<file path="src/rtl/sigmoid_lane_serializer_if.sv">
// Bus bundle between the 2-lane sigmoid stage, the serializer and the serial
// consumer.
//   valid_in, y0_in, y1_in : result pair from the sigmoid stage
//   in_afull, overflow     : feeder-side status flags
//   m_data, m_valid,
//   m_ready, m_last        : serial output stream
// Handshake: a sample moves on m_data exactly in cycles where m_valid and
// m_ready are both high at the rising edge. While m_valid is high and m_ready
// is low, m_data and m_last hold. valid_in has no back-pressure; the feeder
// throttles on in_afull, and pairs arriving while full are dropped.
// Modports: slave = serializer side, master = feeder/consumer side.
interface sigmoid_lane_serializer_if #(
  parameter int DATA_W = 16
);
  logic              valid_in;
  logic [DATA_W-1:0] y0_in;
  logic [DATA_W-1:0] y1_in;
  logic              in_afull;
  logic              overflow;
  logic [DATA_W-1:0] m_data;
  logic              m_valid;
  logic              m_ready;
  logic              m_last;

  modport slave (
    input  valid_in, y0_in, y1_in, m_ready,
    output in_afull, overflow, m_data, m_valid, m_last
  );

  modport master (
    output valid_in, y0_in, y1_in, m_ready,
    input  in_afull, overflow, m_data, m_valid, m_last
  );
endinterface

</file>
<file path="src/rtl/sigmoid_lane_serializer.sv">
// Pair-to-serial converter for the 2-lane sigmoid pipeline.
// Each valid result pair {y1,y0} is stored in a pair FIFO. Samples leave one
// per transfer, lane 0 then lane 1, and the head pair is popped after its
// lane 1 sample is taken. m_last marks every FRAME_LEN-th sample. in_afull
// warns the feeder early enough to cover pairs still in flight. overflow is
// sticky and records a dropped pair.
// Ports:
//   clk, rst_n : clock, asynchronous active-low reset
//   clear      : synchronous flush of FIFO, lane select, frame count, overflow
//   bus        : sigmoid_lane_serializer_if.slave (input pair, status, stream)
module sigmoid_lane_serializer #(
  parameter int DATA_W       = 16,
  parameter int DEPTH        = 8,
  parameter int AFULL_MARGIN = 3,
  parameter int FRAME_LEN    = 40
) (
  input  logic                      clk,
  input  logic                      rst_n,
  input  logic                      clear,
  sigmoid_lane_serializer_if.slave  bus
);
  localparam int AW = $clog2(DEPTH);
  localparam int CW = AW + 1;
  localparam int FW = (FRAME_LEN > 1) ? $clog2(FRAME_LEN) : 1;
  localparam logic [CW-1:0] AFULL_C = CW'(DEPTH - AFULL_MARGIN);
  localparam logic [FW-1:0] FLAST_C = FW'(FRAME_LEN - 1);

  logic [2*DATA_W-1:0] mem [DEPTH];
  logic [CW-1:0]       wr_ptr, rd_ptr, count, count_nxt;
  logic                sel;
  logic [FW-1:0]       fcnt;
  logic                overflow_q, afull_q;
  logic                empty, full, xfer, pop, push, drop;
  logic [2*DATA_W-1:0] head;

  always_comb begin
    // The extra pointer MSB tells full (MSBs differ) from empty (all equal).
    empty     = (wr_ptr == rd_ptr);
    full      = ((wr_ptr ^ rd_ptr) == {1'b1, {AW{1'b0}}});
    xfer      = !empty && bus.m_ready;
    pop       = xfer && sel;
    // A pop in the same cycle frees the slot, so a full FIFO still accepts.
    push      = bus.valid_in && (!full || pop);
    drop      = bus.valid_in && !push;
    count_nxt = clear ? '0 : (count + CW'(push) - CW'(pop));
    head      = mem[rd_ptr[AW-1:0]];
  end

  // Sample storage has no reset; nothing is visible while the FIFO is empty.
  always_ff @(posedge clk) begin
    if (push && !clear) begin
      mem[wr_ptr[AW-1:0]] <= {bus.y1_in, bus.y0_in};
    end
  end

  always_ff @(posedge clk or negedge rst_n) begin
    if (!rst_n) begin
      wr_ptr     <= '0;
      rd_ptr     <= '0;
      count      <= '0;
      sel        <= 1'b0;
      fcnt       <= '0;
      overflow_q <= 1'b0;
      afull_q    <= 1'b0;
    end else begin
      count   <= count_nxt;
      afull_q <= (count_nxt >= AFULL_C);
      if (clear) begin
        // Clear wins over any push/pop this cycle; the pair is simply lost.
        wr_ptr     <= '0;
        rd_ptr     <= '0;
        sel        <= 1'b0;
        fcnt       <= '0;
        overflow_q <= 1'b0;
      end else begin
        if (push) wr_ptr <= wr_ptr + 1'b1;
        if (pop)  rd_ptr <= rd_ptr + 1'b1;
        if (drop) overflow_q <= 1'b1;
        if (xfer) begin
          sel  <= !sel;
          fcnt <= (fcnt == FLAST_C) ? '0 : fcnt + 1'b1;
        end
      end
    end
  end

  assign bus.m_valid  = !empty;
  assign bus.m_data   = empty ? '0 : (sel ? head[2*DATA_W-1:DATA_W] : head[DATA_W-1:0]);
  assign bus.m_last   = !empty && (fcnt == FLAST_C);
  assign bus.in_afull = afull_q;
  assign bus.overflow = overflow_q;
endmodule

</file>
<file path="src/flat_wrapper.sv">
// flat-port wrapper written by rule: the top's interface ports become plain ports
module sigmoid_lane_serializer_flat 
#(
  parameter int DATA_W       = 16,
  parameter int DEPTH        = 8,
  parameter int AFULL_MARGIN = 3,
  parameter int FRAME_LEN    = 40
)
  (clk, rst_n, clear, bus_valid_in, bus_y0_in, bus_y1_in, bus_m_ready, bus_in_afull, bus_overflow, bus_m_data, bus_m_valid, bus_m_last);
  sigmoid_lane_serializer_if #(.DATA_W(DATA_W)) bus_i ();
  input  logic clk;
  input  logic rst_n;
  input  logic clear;
  input wire logic [$bits(bus_i.valid_in)-1:0] bus_valid_in;
  input wire logic [$bits(bus_i.y0_in)-1:0] bus_y0_in;
  input wire logic [$bits(bus_i.y1_in)-1:0] bus_y1_in;
  input wire logic [$bits(bus_i.m_ready)-1:0] bus_m_ready;
  output wire logic [$bits(bus_i.in_afull)-1:0] bus_in_afull;
  output wire logic [$bits(bus_i.overflow)-1:0] bus_overflow;
  output wire logic [$bits(bus_i.m_data)-1:0] bus_m_data;
  output wire logic [$bits(bus_i.m_valid)-1:0] bus_m_valid;
  output wire logic [$bits(bus_i.m_last)-1:0] bus_m_last;
  assign bus_i.valid_in = bus_valid_in;
  assign bus_i.y0_in = bus_y0_in;
  assign bus_i.y1_in = bus_y1_in;
  assign bus_i.m_ready = bus_m_ready;
  assign bus_in_afull = bus_i.in_afull;
  assign bus_overflow = bus_i.overflow;
  assign bus_m_data = bus_i.m_data;
  assign bus_m_valid = bus_i.m_valid;
  assign bus_m_last = bus_i.m_last;
  sigmoid_lane_serializer #(.DATA_W(DATA_W), .DEPTH(DEPTH), .AFULL_MARGIN(AFULL_MARGIN), .FRAME_LEN(FRAME_LEN)) u_core (.clk(clk), .rst_n(rst_n), .clear(clear), .bus(bus_i));
endmodule
</file>
<file path="config.mk">
export PLATFORM = sky130hd
export DESIGN_NAME = sigmoid_lane_serializer_flat
export DESIGN_NICKNAME = d
export VERILOG_FILES = /design/src/rtl/sigmoid_lane_serializer_if.sv /design/src/rtl/sigmoid_lane_serializer.sv /design/src/flat_wrapper.sv
export SDC_FILE = /design/constraint.sdc
export NUM_CORES = 1
export LEC_CHECK = 0
export ABC_AREA = 1
export BUFFER_PORTS_ARGS = -buffer_cell sky130_fd_sc_hd__buf_2
export CORE_ASPECT_RATIO = 0.5
export CORE_MARGIN = 8
export CORE_UTILIZATION = 30
export DETAILED_ROUTE_END_ITERATION = 12
export PLACE_DENSITY_LB_ADDON = 0.1
export SETUP_SLACK_MARGIN = 0.05
export SLEW_MARGIN = 20
export SYNTH_ARGS = -nofsm -noshare
export SYNTH_HDL_FRONTEND = slang
export SYNTH_SLANG_ARGS = --single-unit
</file>
<file path="constraint.sdc">
create_clock -name clk -period 3.3 [get_ports clk]
set_input_delay 0.165 -clock clk [delete_from_list [all_inputs] [get_ports clk]]
set_output_delay 0.165 -clock clk [all_outputs]
set_load 0.005 [all_outputs]
</file>
== After elaboration in Yosys (flattened, before gate mapping) ==
Memory sizes are Yosys's and may differ from the RTL's.
Index checks and enable logic that the tools add are counted.

* Register bits: 21
* Memory bits (writable): 256
* Output and inout bits: 20
* Memories: 1

* Add/subtract/negate cells: 5
* Order comparisons: 1
* Equality and inequality tests: 3
* Mux-type cells: 16
* Bitwise gates (word level): 1
* Reductions and logical operators: 16

{| class="wikitable"
|+ Memories
! name !! words !! bits a word !! rd ports !! clocked after Yosys merged registers in !! write ports !! RTL line !! source
|-
| u_core.mem || 8 || 32 || 1 || 0 || 1 || sigmoid_lane_serializer.sv:28 || <nowiki>logic [2*DATA_W-1:0] mem [DEPTH];</nowiki>
|}

{| class="wikitable"
|+ Operators with widths
! cell !! number
|-
| 2-to-1 mux 16 bit || 2
|-
| 2-to-1 mux 4 bit || 5
|-
| 2-to-1 mux 6 bit || 3
|-
| adder 4 x 1 -> 4 bit, second input constant || 2
|-
| nonzero test 2 bit || 4
|-
| adder 6 x 1 -> 6 bit, second input constant || 1
|-
| == test 6 bit, second input constant || 1
|-
| logical AND 1 bit || 6
|-
| 2-to-1 mux 1 bit || 6
|-
| logical NOT 1 bit || 5
|-
| adder 4 x 1 -> 4 bit || 1
|-
| == test 4 bit || 1
|-
| == test 4 bit, second input constant || 1
|-
| >= comparator 4 x 3 -> 1 bit, second input constant || 1
|-
| subtractor 4 x 1 -> 4 bit || 1
|-
| XOR 4 bit || 1
|-
| logical OR 1 bit || 1
|}

== Depth between registers and ports, before layout ==
* Word-level depth: 10
* Mapped depth: 17

== Least setup slack after synthesis ==
Ideal clock, no wire load.

* Path kind: reg2reg
* Start point: register u_core.wr_ptr[1]
* End point: memory u_core.mem[0][0] (netlist name), enable pin
* Setup time: 0.421 ns
* Arrival: 2.494 ns
* Path slack: 0.384 ns
* Cell stages (with the launch flop): 9
* Buffers on the path: 1
* Cells stage by stage: dfrtp_1 buf_4 inv_1 nand2_1 nand2_4 nor2_8 o2111ai_4 nand3_2 nor2_1

* Longest elaborated chain between the ends: 9
* Elaborated cells between the ends (all ways): 12
* Classes of those cells: 2 x eq/ne; 2 x mux; 1 x bitwise; 7 x reduce/logical

{| class="wikitable"
|+ RTL lines
! what !! RTL line !! source
|-
| start, declared || sigmoid_lane_serializer.sv:29 || <nowiki>logic [CW-1:0] wr_ptr, rd_ptr, count, count_nxt;</nowiki>
|-
| start signal, assigned || sigmoid_lane_serializer.sv:76 || <nowiki>if (push) wr_ptr <= wr_ptr + 1'b1;</nowiki>
|-
| == test 4 bit || sigmoid_lane_serializer.sv:38 || <nowiki>empty = (wr_ptr == rd_ptr);</nowiki>
|-
| logical NOT 1 bit || sigmoid_lane_serializer.sv:40 || <nowiki>xfer = !empty && bus.m_ready;</nowiki>
|-
| logical AND 1 bit || sigmoid_lane_serializer.sv:40 ||
|-
| logical AND 1 bit || sigmoid_lane_serializer.sv:41 || <nowiki>pop = xfer && sel;</nowiki>
|-
| logical OR 1 bit || sigmoid_lane_serializer.sv:43 || <nowiki>push = bus.valid_in && (!full || pop);</nowiki>
|-
| logical AND 1 bit || sigmoid_lane_serializer.sv:43 ||
|-
| logical AND 1 bit || sigmoid_lane_serializer.sv:51 || <nowiki>if (push && !clear) begin</nowiki>
|-
| 2-to-1 mux 1 bit || sigmoid_lane_serializer.sv:51 ||
|-
| 2-to-1 mux 1 bit (implied by the code) || sigmoid_lane_serializer.sv:52 || <nowiki>mem[wr_ptr[AW-1:0]] <= {bus.y1_in, bus.y0_in};</nowiki>
|-
| end, declared || sigmoid_lane_serializer.sv:28 ||
|}

Several ways; a longest one is shown, not always the timed one.

== Worst setup path after layout ==
* Start point: register u_core.rd_ptr[0]
* End point: output bus_m_data[11]

* Longest elaborated chain between the ends: 3
* Elaborated cells between the ends (all ways): 4
* Classes of those cells: 1 x eq/ne; 2 x mux; 1 x memory

{| class="wikitable"
|+ RTL lines
! what !! RTL line !! source
|-
| start, declared || sigmoid_lane_serializer.sv:29 ||
|-
| start signal, assigned || sigmoid_lane_serializer.sv:77 || <nowiki>if (pop) rd_ptr <= rd_ptr + 1'b1;</nowiki>
|-
| memory read (8 x 32 bit) || -- ||
|-
| 2-to-1 mux 16 bit || sigmoid_lane_serializer.sv:88 || <nowiki>assign bus.m_data = empty ? '0 : (sel ? head[2*DATA_W-1:DATA_W] : head[DATA_W-1:0]);</nowiki>
|-
| 2-to-1 mux 16 bit * || sigmoid_lane_serializer.sv:88 ||
|-
| end, declared || flat_wrapper.sv:20 || <nowiki>output wire logic [$bits(bus_i.m_data)-1:0] bus_m_data;</nowiki>
|}

Every way passes the cells marked *; elsewhere a longest branch is shown, timed or not.

==> results.py <==
metrics = {
    "outcome": {
        "status": "finished, final reports clean",
    },
    "timing": {
        "rsz0062_at_grt": "false",
        "fin_crit_sh_pct": 87.5,
        "post-route-min-period_ns": 2.89,
        "finalSetupTns_ns": 0,
        "hold_ws_ns": 0.126,
        "worst_slew_pin_slew_ns": 0.695,
        "maxSlewViolCount": 0,
        "finalHoldViolCount": 0,
        "finalSetupViolations": 0,
        "fmax_mhz": 346,
        "skew_ns": 0.00962,
        "relSlewSlack_pct": 53.7,
    },
    "grt": {
        "grt_overflow": 0,
        "grt_usage_pct": 14.2,
        "grt_pass1_wl_um": 48500,
        "antenna_found_initial": 1,
        "first_global_vias": 7243,
        "grt_max_degree": 116,
    },
    "logic_synthesis": {
        "synth.avg_cell_area_sq_um": 12.2,
        "synth.most_common_cell": "edfxtp_1",
        "synth_top_area_cell": "edfxtp_1",
        "syn-instance-count": 932,
        "async_flop_share_pct": 7.58,
        "yosys_warnings": 0,
        "synth_seq_cells": 277,
        "synth_commonest_cells": "edfxtp_1, nand2_1, nor2_1, o21ai_0, a21oi_1",
        "synth_area_leaders": "edfxtp_1, nand2_1, dfrtp_1, o21ai_0, nor2_1",
        "ys.flop_type": "edfxtp_1",
        "synth_top_cell_area_share_pct": 67.4,
        "syn-cell-area_sq_um": 11400,
        "synth_edf_count": 256,
        "synth_cell_types": 33,
        "syn_nets": 977,
        "ys_seq_area_share_pct": 72.0,
    },
    "die": {
        "start_util_pct": 30.5,
        "die_area_sq_um": 44900,
        "num_rows": 50,
        "ios": 57,
        "core_area_sq_um": 37400,
        "die_w_um": 292,
        "fp.dieH_um": 154,
    },
    "pwr": {
        "internal_power_w": 0.00593,
        "switching_share_pct": 22.9,
        "pwr-share-seq_pct": 51.2,
        "clock_power_share_pct": 40.7,
        "share_comb_of_total_power_pct": 8.2,
        "p_switching_w": 0.00176,
        "powerDensity_nw_per_um2": 563,
        "power_leakage_nw": 4.87,
        "peakVddDrop_mv": 0.317,
    },
    "clock_tree": {
        "cts_buffers": 27,
        "cts_tree": "yes",
        "clock-root-buffer": "clkbuf_16",
        "clock_latency_ns": 0.55,
        "cts_sinks": 277,
        "cts.path.max_buffers": 3,
        "ctsHtreeMaxLevel": 1,
        "clkTransAtPathRegs_ns": 0.07,
    },
    "critical_path": {
        "worstPathRequired_ns": 3.13,
        "crit_type": "reg -> out",
        "arrival_ns": 2.72,
        "crit_fanout": 53,
        "end_kind": "output port",
        "reg2reg_depth": 16,
        "setup.worst_path.start_class": "register",
    },
    "routing": {
        "vias_per_cell": 4.79,
        "vias": 7409,
        "antenna_left": 0,
        "route.detailed.drc": 0,
        "wl_um": 32300,
        "first_pass_iters": 5,
        "first_iter_violations": 585,
        "wl_per_cell_um": 20.9,
    },
    "layout": {
        "antenna_cells": 0,
        "multi_input_area_sq_um": 2910,
        "final_area_sq_um": 13700,
        "seq_area_sq_um": 8220,
        "syn_to_final_growth_pct": 19.7,
        "drive_gt1_share_pct": 14.3,
        "fillCellCount": 3624,
        "instances_no_fill": 1547,
        "fin_nets": 1079,
    },
    "placed_design": {
        "dp_hpwl_um": 18100,
        "place_inst": 1461,
        "dpl_cell_area_sq_um": 12400,
        "portBuffers": 56,
        "place.gp.congestion": 0.728,
    },
    "job": {
        "drv_cap": 0,
    },
    "worst_hold_path": {
        "min_path_type": "in -> async",
    },
}
worst paths after layout:
kind | startpoint | slack, ns | end
hold reg to reg | u_core.fcnt[2] | 0.53 | u_core.fcnt[2]
setup reg to reg | u_core.wr_ptr[2] | 0.45 | u_core.bus.in_afull
max in group asynchronous | rst_n | 2.78 | u_core.rd_ptr[0]
hold / removal | rst_n | 0.13 | u_core.count[3]
min in group clk | bus_y1_in[6] | 0.43 | u_core.mem[4][22]
setup / recovery | u_core.rd_ptr[0] | 0.41 | bus_m_data[11]
critical path, stage by stage (launching register included):
cell     delay, ns
dfrtp_4       0.45
buf_4         0.56
buf_12        0.30
mux2i_1       0.21
o21ai_0       0.08
a21oi_1       0.29
nor2_1        0.11
buf_2         0.14
what timing repair did:
item                                   CTS  global route
resized for setup                        0             0
endpoints found under the hold margin  288             0
buffers inserted                         0             0
hold buffers                            37             0
sequential cells by signal (all words and copies together), names as in the netlist:
signal	flops
u_core.wr_ptr	4
u_core.mem	256
u_core.count	4
u_core.bus.overflow	1
u_core.sel	1
u_core.rd_ptr	4
u_core.bus.in_afull	1
u_core.fcnt	6
layer usage:
metal  GRT usage (%)  vias up  wire, um
met5               0        -        13
met4            2.37        2       472
met3            2.54       34      1400
met2            23.3      119     15100
met1            19.9     3728     15300
li1                -     3526         -
kinds of logic after synthesis:
kind of cell	share of synthesized area [%]
flip-flops	72.0
buffers and inverters	3.03
AND/OR/NAND/NOR	13.3
multiplexers	1.40
AO/OA/AOI/OAI	8.98
adder cells (fa/ha/maj)	0.943
XOR/XNOR	0.384
power groups by stage:
| stage | combinational, W | clock (W) | sequential (W) |
|---|---|---|---|
| 5_1_grt | 0.000707 | 0.00335 | 0.00394 |
| 2_1_floorplan | 0.000324 | 0 | 0.00400 |
| 6_report | 0.000628 | 0.00313 | 0.00393 |
| 4_1_cts | 0.000644 | 0.00322 | 0.00393 |
| 3_3_place_gp | 0.000605 | 0 | 0.00401 |
| 3_5_place_dp | 0.000606 | 0 | 0.00401 |
cell usage in the layout, fill, tap and decap left out, drive strengths merged, types with 17 or more instances in the layout:
cell type / netlist / routed
o22ai: 32 / 32
nand2: 205 / 205
clkbuf: 21 / 33
o21ai: 88 / 88
nand3: 22 / 22
buf: 28 / 85
edfxtp: 256 / 256
dfrtp: 21 / 21
dlygate4sd3: 0 / 37
nor3: 17 / 17
nor2: 106 / 106
a21oi: 70 / 70
inv: 28 / 28
final cells by class:
type                    instances  area share, %
flip-flops and latches        277           60.2
multi-input cells             578           21.3
repair buffers                122           6.82
clock buffers                  33           5.11
well taps                     494           4.53
clock inverters                15           1.26
inverters                      28          0.779
stage by stage:
step | power [W] | setup slack [ns] | utilization [%]
after floorplan | 0.00433 | 0.384 | -
after global placement | 0.00461 | 0.552 | 33.1
after detailed placement | 0.00461 | 0.467 | 33.1
after CTS | 0.00779 | 0.208 | 36.4
after global routing | 0.00799 | 0.179 | 36.5
final | 0.00769 | 0.411 | 36.5
(Power assumes the default switching activity.)
